===== config.mk =====
export PLATFORM = sky130hd
export DESIGN_NAME = dmem_port_arbiter
export DESIGN_NICKNAME = d
export VERILOG_FILES = /design/src/rtl/dmem_port_arbiter_pkg.sv /design/src/rtl/dmem_dma_addr_gen.sv /design/src/rtl/dmem_port_arbiter.sv
export SDC_FILE = /design/constraint.sdc
export NUM_CORES = 1
export LEC_CHECK = 0
export CORE_AREA = 10 10 110 112
export CTS_CLUSTER_DIAMETER = 80
export DETAILED_ROUTE_END_ITERATION = 10
export DIE_AREA = 0 0 120 122
export DONT_BUFFER_PORTS = 1
export GPL_TIMING_DRIVEN = 0
export PLACE_DENSITY = 0.65
export SYNTH_ARGS = -nofsm -noshare
export SYNTH_HDL_FRONTEND = slang
export SYNTH_SLANG_ARGS = --single-unit
export TNS_END_PERCENT = 5

===== constraint.sdc =====
create_clock -name clk -period 2.9 [get_ports clk]
set_input_delay 0.435 -clock clk [delete_from_list [all_inputs] [get_ports clk]]
set_output_delay 0.435 -clock clk [all_outputs]
set_load 0.02 [all_outputs]

===== src/rtl/dmem_port_arbiter_pkg.sv =====
// Shared types for the data-memory port arbiter.
// FSM encoding and the byte/word shift used by burst addressing.
package dmem_port_arbiter_pkg;

  typedef enum logic [1:0] {
    IDLE = 2'd0,
    RUN  = 2'd1,
    DONE = 2'd2
  } state_t;

  localparam int unsigned WORD_SHIFT = 2;

endpackage


===== src/rtl/dmem_dma_addr_gen.sv =====
// DMA burst address generator: latches base/len at start,
// counts beats and flags the final beat of the burst.
module dmem_dma_addr_gen
  import dmem_port_arbiter_pkg::*;
#(
  parameter int ADDRESS_WIDTH = 32,
  parameter int LEN_W         = 8
) (
  input  logic                     clk,
  input  logic                     rst,
  input  logic                     load,
  input  logic                     adv,
  input  logic [ADDRESS_WIDTH-1:0] base_in,
  input  logic [LEN_W-1:0]         len_in,
  output logic [ADDRESS_WIDTH-1:0] addr,
  output logic                     last_beat
);

  logic [ADDRESS_WIDTH-1:0] base_q;
  logic [LEN_W-1:0]         len_q;
  logic [LEN_W-1:0]         beat_cnt;

  always_ff @(posedge clk) begin
    if (rst) begin
      base_q   <= '0;
      len_q    <= '0;
      beat_cnt <= '0;
    end else if (load) begin
      base_q   <= base_in;
      len_q    <= len_in;
      beat_cnt <= '0;
    end else if (adv) begin
      beat_cnt <= beat_cnt + LEN_W'(1);
    end
  end

  // Word-stride address; wraps naturally at the top of the space.
  assign addr = base_q
              + (ADDRESS_WIDTH'(beat_cnt) << WORD_SHIFT);

  assign last_beat = (beat_cnt == len_q - LEN_W'(1));

endmodule


===== src/rtl/dmem_port_arbiter.sv =====
// Data-memory port arbiter: CPU-priority sharing with a DMA
// burst engine, bounded DMA starvation via a wait counter.
module dmem_port_arbiter
  import dmem_port_arbiter_pkg::*;
#(
  parameter int ADDRESS_WIDTH = 32,
  parameter int DATA_WIDTH    = 32,
  parameter int LEN_W         = 8,
  parameter int MAX_WAIT      = 4
) (
  input  logic                     clk,
  input  logic                     rst,
  input  logic                     cpu_req,
  input  logic                     cpu_we,
  input  logic [ADDRESS_WIDTH-1:0] cpu_addr,
  input  logic [DATA_WIDTH-1:0]    cpu_wdata,
  output logic [DATA_WIDTH-1:0]    cpu_rdata,
  output logic                     cpu_stall,
  input  logic                     dma_start,
  input  logic                     dma_we,
  input  logic [ADDRESS_WIDTH-1:0] dma_base,
  input  logic [LEN_W-1:0]         dma_len,
  input  logic [DATA_WIDTH-1:0]    dma_wdata,
  output logic                     dma_wready,
  output logic [DATA_WIDTH-1:0]    dma_rdata,
  output logic                     dma_rvalid,
  output logic                     dma_busy,
  output logic                     dma_done,
  output logic                     mem_we,
  output logic [ADDRESS_WIDTH-1:0] mem_addr,
  output logic [DATA_WIDTH-1:0]    mem_wdata,
  input  logic [DATA_WIDTH-1:0]    mem_rdata
);

  state_t state_q, state_d;
  logic [3:0] wait_cnt;
  logic       we_q;
  logic       load, adv, wait_inc;
  logic       gnt, last_beat;
  logic [ADDRESS_WIDTH-1:0] beat_addr;

  dmem_dma_addr_gen #(
    .ADDRESS_WIDTH(ADDRESS_WIDTH),
    .LEN_W        (LEN_W)
  ) u_addr_gen (
    .clk      (clk),
    .rst      (rst),
    .load     (load),
    .adv      (adv),
    .base_in  (dma_base),
    .len_in   (dma_len),
    .addr     (beat_addr),
    .last_beat(last_beat)
  );

  assign gnt = !cpu_req | (wait_cnt == 4'(MAX_WAIT));

  always_ff @(posedge clk) begin
    if (rst) begin
      state_q  <= IDLE;
      wait_cnt <= '0;
      we_q     <= 1'b0;
    end else begin
      state_q <= state_d;
      if (load)
        we_q <= dma_we;
      // wait_cnt never passes MAX_WAIT: reaching it forces a grant.
      if (load || adv)
        wait_cnt <= '0;
      else if (wait_inc)
        wait_cnt <= wait_cnt + 4'd1;
    end
  end

  always_comb begin
    state_d    = state_q;
    mem_addr   = cpu_addr;
    mem_wdata  = cpu_wdata;
    mem_we     = cpu_req & cpu_we;
    cpu_stall  = 1'b0;
    dma_wready = 1'b0;
    dma_rvalid = 1'b0;
    dma_done   = 1'b0;
    load       = 1'b0;
    adv        = 1'b0;
    wait_inc   = 1'b0;
    unique case (state_q)
      IDLE: begin
        if (dma_start) begin
          load    = 1'b1;
          state_d = (dma_len == '0) ? DONE : RUN;
        end
      end
      RUN: begin
        if (gnt) begin
          mem_addr   = beat_addr;
          mem_wdata  = dma_wdata;
          mem_we     = we_q;
          cpu_stall  = cpu_req;
          dma_wready = we_q;
          dma_rvalid = !we_q;
          adv        = 1'b1;
          if (last_beat)
            state_d = DONE;
        end else begin
          wait_inc = 1'b1;
        end
      end
      DONE: begin
        dma_done = 1'b1;
        state_d  = IDLE;
      end
      default: state_d = IDLE;
    endcase
  end

  assign dma_busy  = (state_q != IDLE);
  assign dma_rdata = mem_rdata;
  assign cpu_rdata = mem_rdata;

endmodule

==> impl_metrics.tcl <==
set metrics [dict create \
    cp.required_ns 2.47 \
    gp_congestion 1.02 \
    clock-sinks 55 \
    antenna_found_initial 0 \
    synth_area_leader_cell "dfxtp_1" \
    synthTopCellsByCount "nand2_1 (231), buf_4 (64), dfxtp_1 (55), a21oi_1 (50), clkbuf_1 (27)" \
    fp.dieW_um 120 \
    fin_ws_ns -0.0291 \
    power_frac_comb 0.557 \
    synth_top_area_share 0.248 \
    wire_per_inst_um 24.0 \
    cts_root_buffer "clkbuf_8" \
    dieArea_um2 14600 \
    ys_ff_latch 55 \
    synth_fp_nets 850 \
    hp-class "in -> reg" \
    cap_violations 0 \
    ir_worst_vdd_v 0.000403 \
    areaGrowthSynthToFinish_pct 16.3 \
    crit_arrival_ns 2.49 \
    yosysMostFrequentCell "nand2_1" \
    dr.pass1.iters 5 \
    cp-end-kind "output port" \
    ys_top_cells_by_area "dfxtp_1 (25%), nand2_1 (20%), buf_4 (11%)" \
    routed_wirelength_um 19600 \
    finish.utilization 0.514 \
    grt_max_degree 17 \
    dp_slack_ns -0.449 \
    synth_edf_count 0 \
    violations "negative setup slack" \
    n_antenna_cell 0 \
    drc 0 \
    setup_viol 3 \
    power.leakage_uw 0.00211 \
    path_class "reg -> out" \
    path_max_fanout 5 \
    port_buffers 0 \
    grtUsageTotal 0.245 \
    start_util 0.442 \
    fillers 1010 \
    syn_area_per_cell_um2 6.70 \
    crit_path_start_kind "flip-flop" \
    grt_pass1_wl_um 28300 \
    die_h_um 122 \
    report.final.slew_viol_count 0 \
    final_antenna_net_count 0 \
    io-pin-count 308 \
    async_flop_share 0 \
    htreeDepth 2 \
    clk_pin_slew_ns 0.10 \
    rsz0062_at_grt "yes" \
    p_seq_frac 0.313 \
    period_minus_slack_ns 2.93 \
    hold_buffers 0 \
    viasPerCell 5.81 \
    cts_made_buffers 5 \
    cts_tree "yes" \
    p_sw_frac 0.522 \
    overflow 0 \
    tns_ns -0.0435 \
    synth_seq_area_share 0.248 \
    status "complete, but fails checks" \
    hpwl_um 16200 \
    period_share 1.01 \
    core_um2 10000 \
    syn-cell-area_um2 4440 \
    nets 865 \
    drtIter0Drc 258 \
    p_int_uw 1570 \
    netlist_instances 663 \
    num_vias 4732 \
    power_density_nw_per_um2 634 \
    cts_max_path_buffers 2 \
    drive_above_1_share 0.235 \
    placementRows 37 \
    relSlewSlack 0.514 \
    max_freq_mhz 341 \
    skew_ns 0.00796 \
    worstMarginPinSlew_ns 0.721 \
    hold_viol_final 0 \
    grt_pass1_vias 4663 \
    p_sw_uw 1710 \
    clockPowerShare 0.130 \
    ys_types 57 \
    yosys_warnings 0 \
    clk_latency_ns 0.31 \
    synthFlopType "dfxtp_1" \
]
-- power groups by stage --
stage,logic (uW),registers (uW),clock network (uW)
global placement,1610,1030,0
CTS,1750,1020,434
finish,1820,1030,424
detailed placement,1630,1030,0
floorplan,1270,990,0
global route,1970,1040,463
-- through the flow --
step | cell area (um^2) | instances | hold WS (ns) | total power (uW)
6_report | 5160 | 814 | 0.241 | 3270
5_1_grt | 5160 | 814 | 0.235 | 3480
4_1_cts | 4980 | 809 | 0.238 | 3200
3_5_place_dp | 4610 | 799 | 0.451 | 2660
3_3_place_gp | 4610 | 799 | 0.447 | 2640
2_1_floorplan | 4440 | 663 | 0.437 | 2260
-- flip-flops by register name, indices dropped and copies added, names as in the netlist --
| name | flops |
|---|---|
| wait_cnt | 4 |
| u_addr_gen.base_q | 32 |
| state_q | 2 |
| u_addr_gen.beat_cnt | 8 |
| u_addr_gen.len_q | 8 |
| we_q | 1 |
-- critical path: stages (launching register included) --
cell	delay, ns
dfxtp_1	0.36
ha_1	0.38
a21oi_1	0.43
o211ai_1	0.23
buf_4	0.22
and3_4	0.15
xnor2_2	0.14
o21ai_2	0.29
-- layer usage --
metal / part of all wire / track usage / vias up
met5: 0 / 0 / -
met4: 0.010 / 0.0385 / 0
met3: 0.11 / 0.103 / 21
met2: 0.51 / 0.437 / 234
met1: 0.37 / 0.271 / 2263
li1: - / - / 2214
-- cells in the final DEF, fill, tap and decap left out, types with 10 or more instances in the layout --
cell type  count
buf_4         73
clkbuf_1      13
nand2_1      227
inv_1         11
nor3_1        14
clkbuf_2      10
o21ai_2       12
dfxtp_1       49
xnor2_1       14
nand3_1       11
xor2_1        14
a21oi_1       48
nor2_1        22
-- logic make-up after synthesis --
logic type	after synthesis	share of synthesized area
muxes	2	0.00479
buffers and inverters	105	0.143
AOI/OAI and AO/OA	122	0.171
adders and majority gates	13	0.0383
and+or+nand+nor	337	0.338
DFF	55	0.248
xor gates and xnor gates	29	0.0572
-- cell type report --
cell class                 count  area [um^2]  share of cell area
buffer                        94          621               0.120
sequential                    55         1120               0.216
multi-input combinational    503         3070               0.595
inverter                      11         41.3             0.00800
clock inverter                 2         13.8             0.00267
clock buffer                   5         68.8              0.0133
timing repair buffer           8         60.1              0.0116
tap                          136          170              0.0330
-- worst paths after layout --
check | start | end | slack, ns | cells past startpoint
setup / recovery | u_addr_gen.beat_cnt[7]$_SDFFE_PP0P_ | mem_addr[24] | -0.03 | 7
hold / removal | dma_len[3] | u_addr_gen.len_q[3]$_SDFFE_PP0P_ | 0.24 | 2
setup reg to reg | u_addr_gen.len_q[0]$_SDFFE_PP0P_ | state_q[1]$_SDFFE_PP0P_ | 0.91 | 7
hold reg to reg | u_addr_gen.base_q[1]$_SDFFE_PP0P_ | u_addr_gen.base_q[1]$_SDFFE_PP0P_ | 0.46 | 2
-- what timing repair did --
action	in CTS	in global routing
buffers inserted	3	5
resized for setup	73	38
endpoints found under the setup margin	66	64
cloned	0	0
pin swaps	6	12
Power figures use the tool's default switching activity.
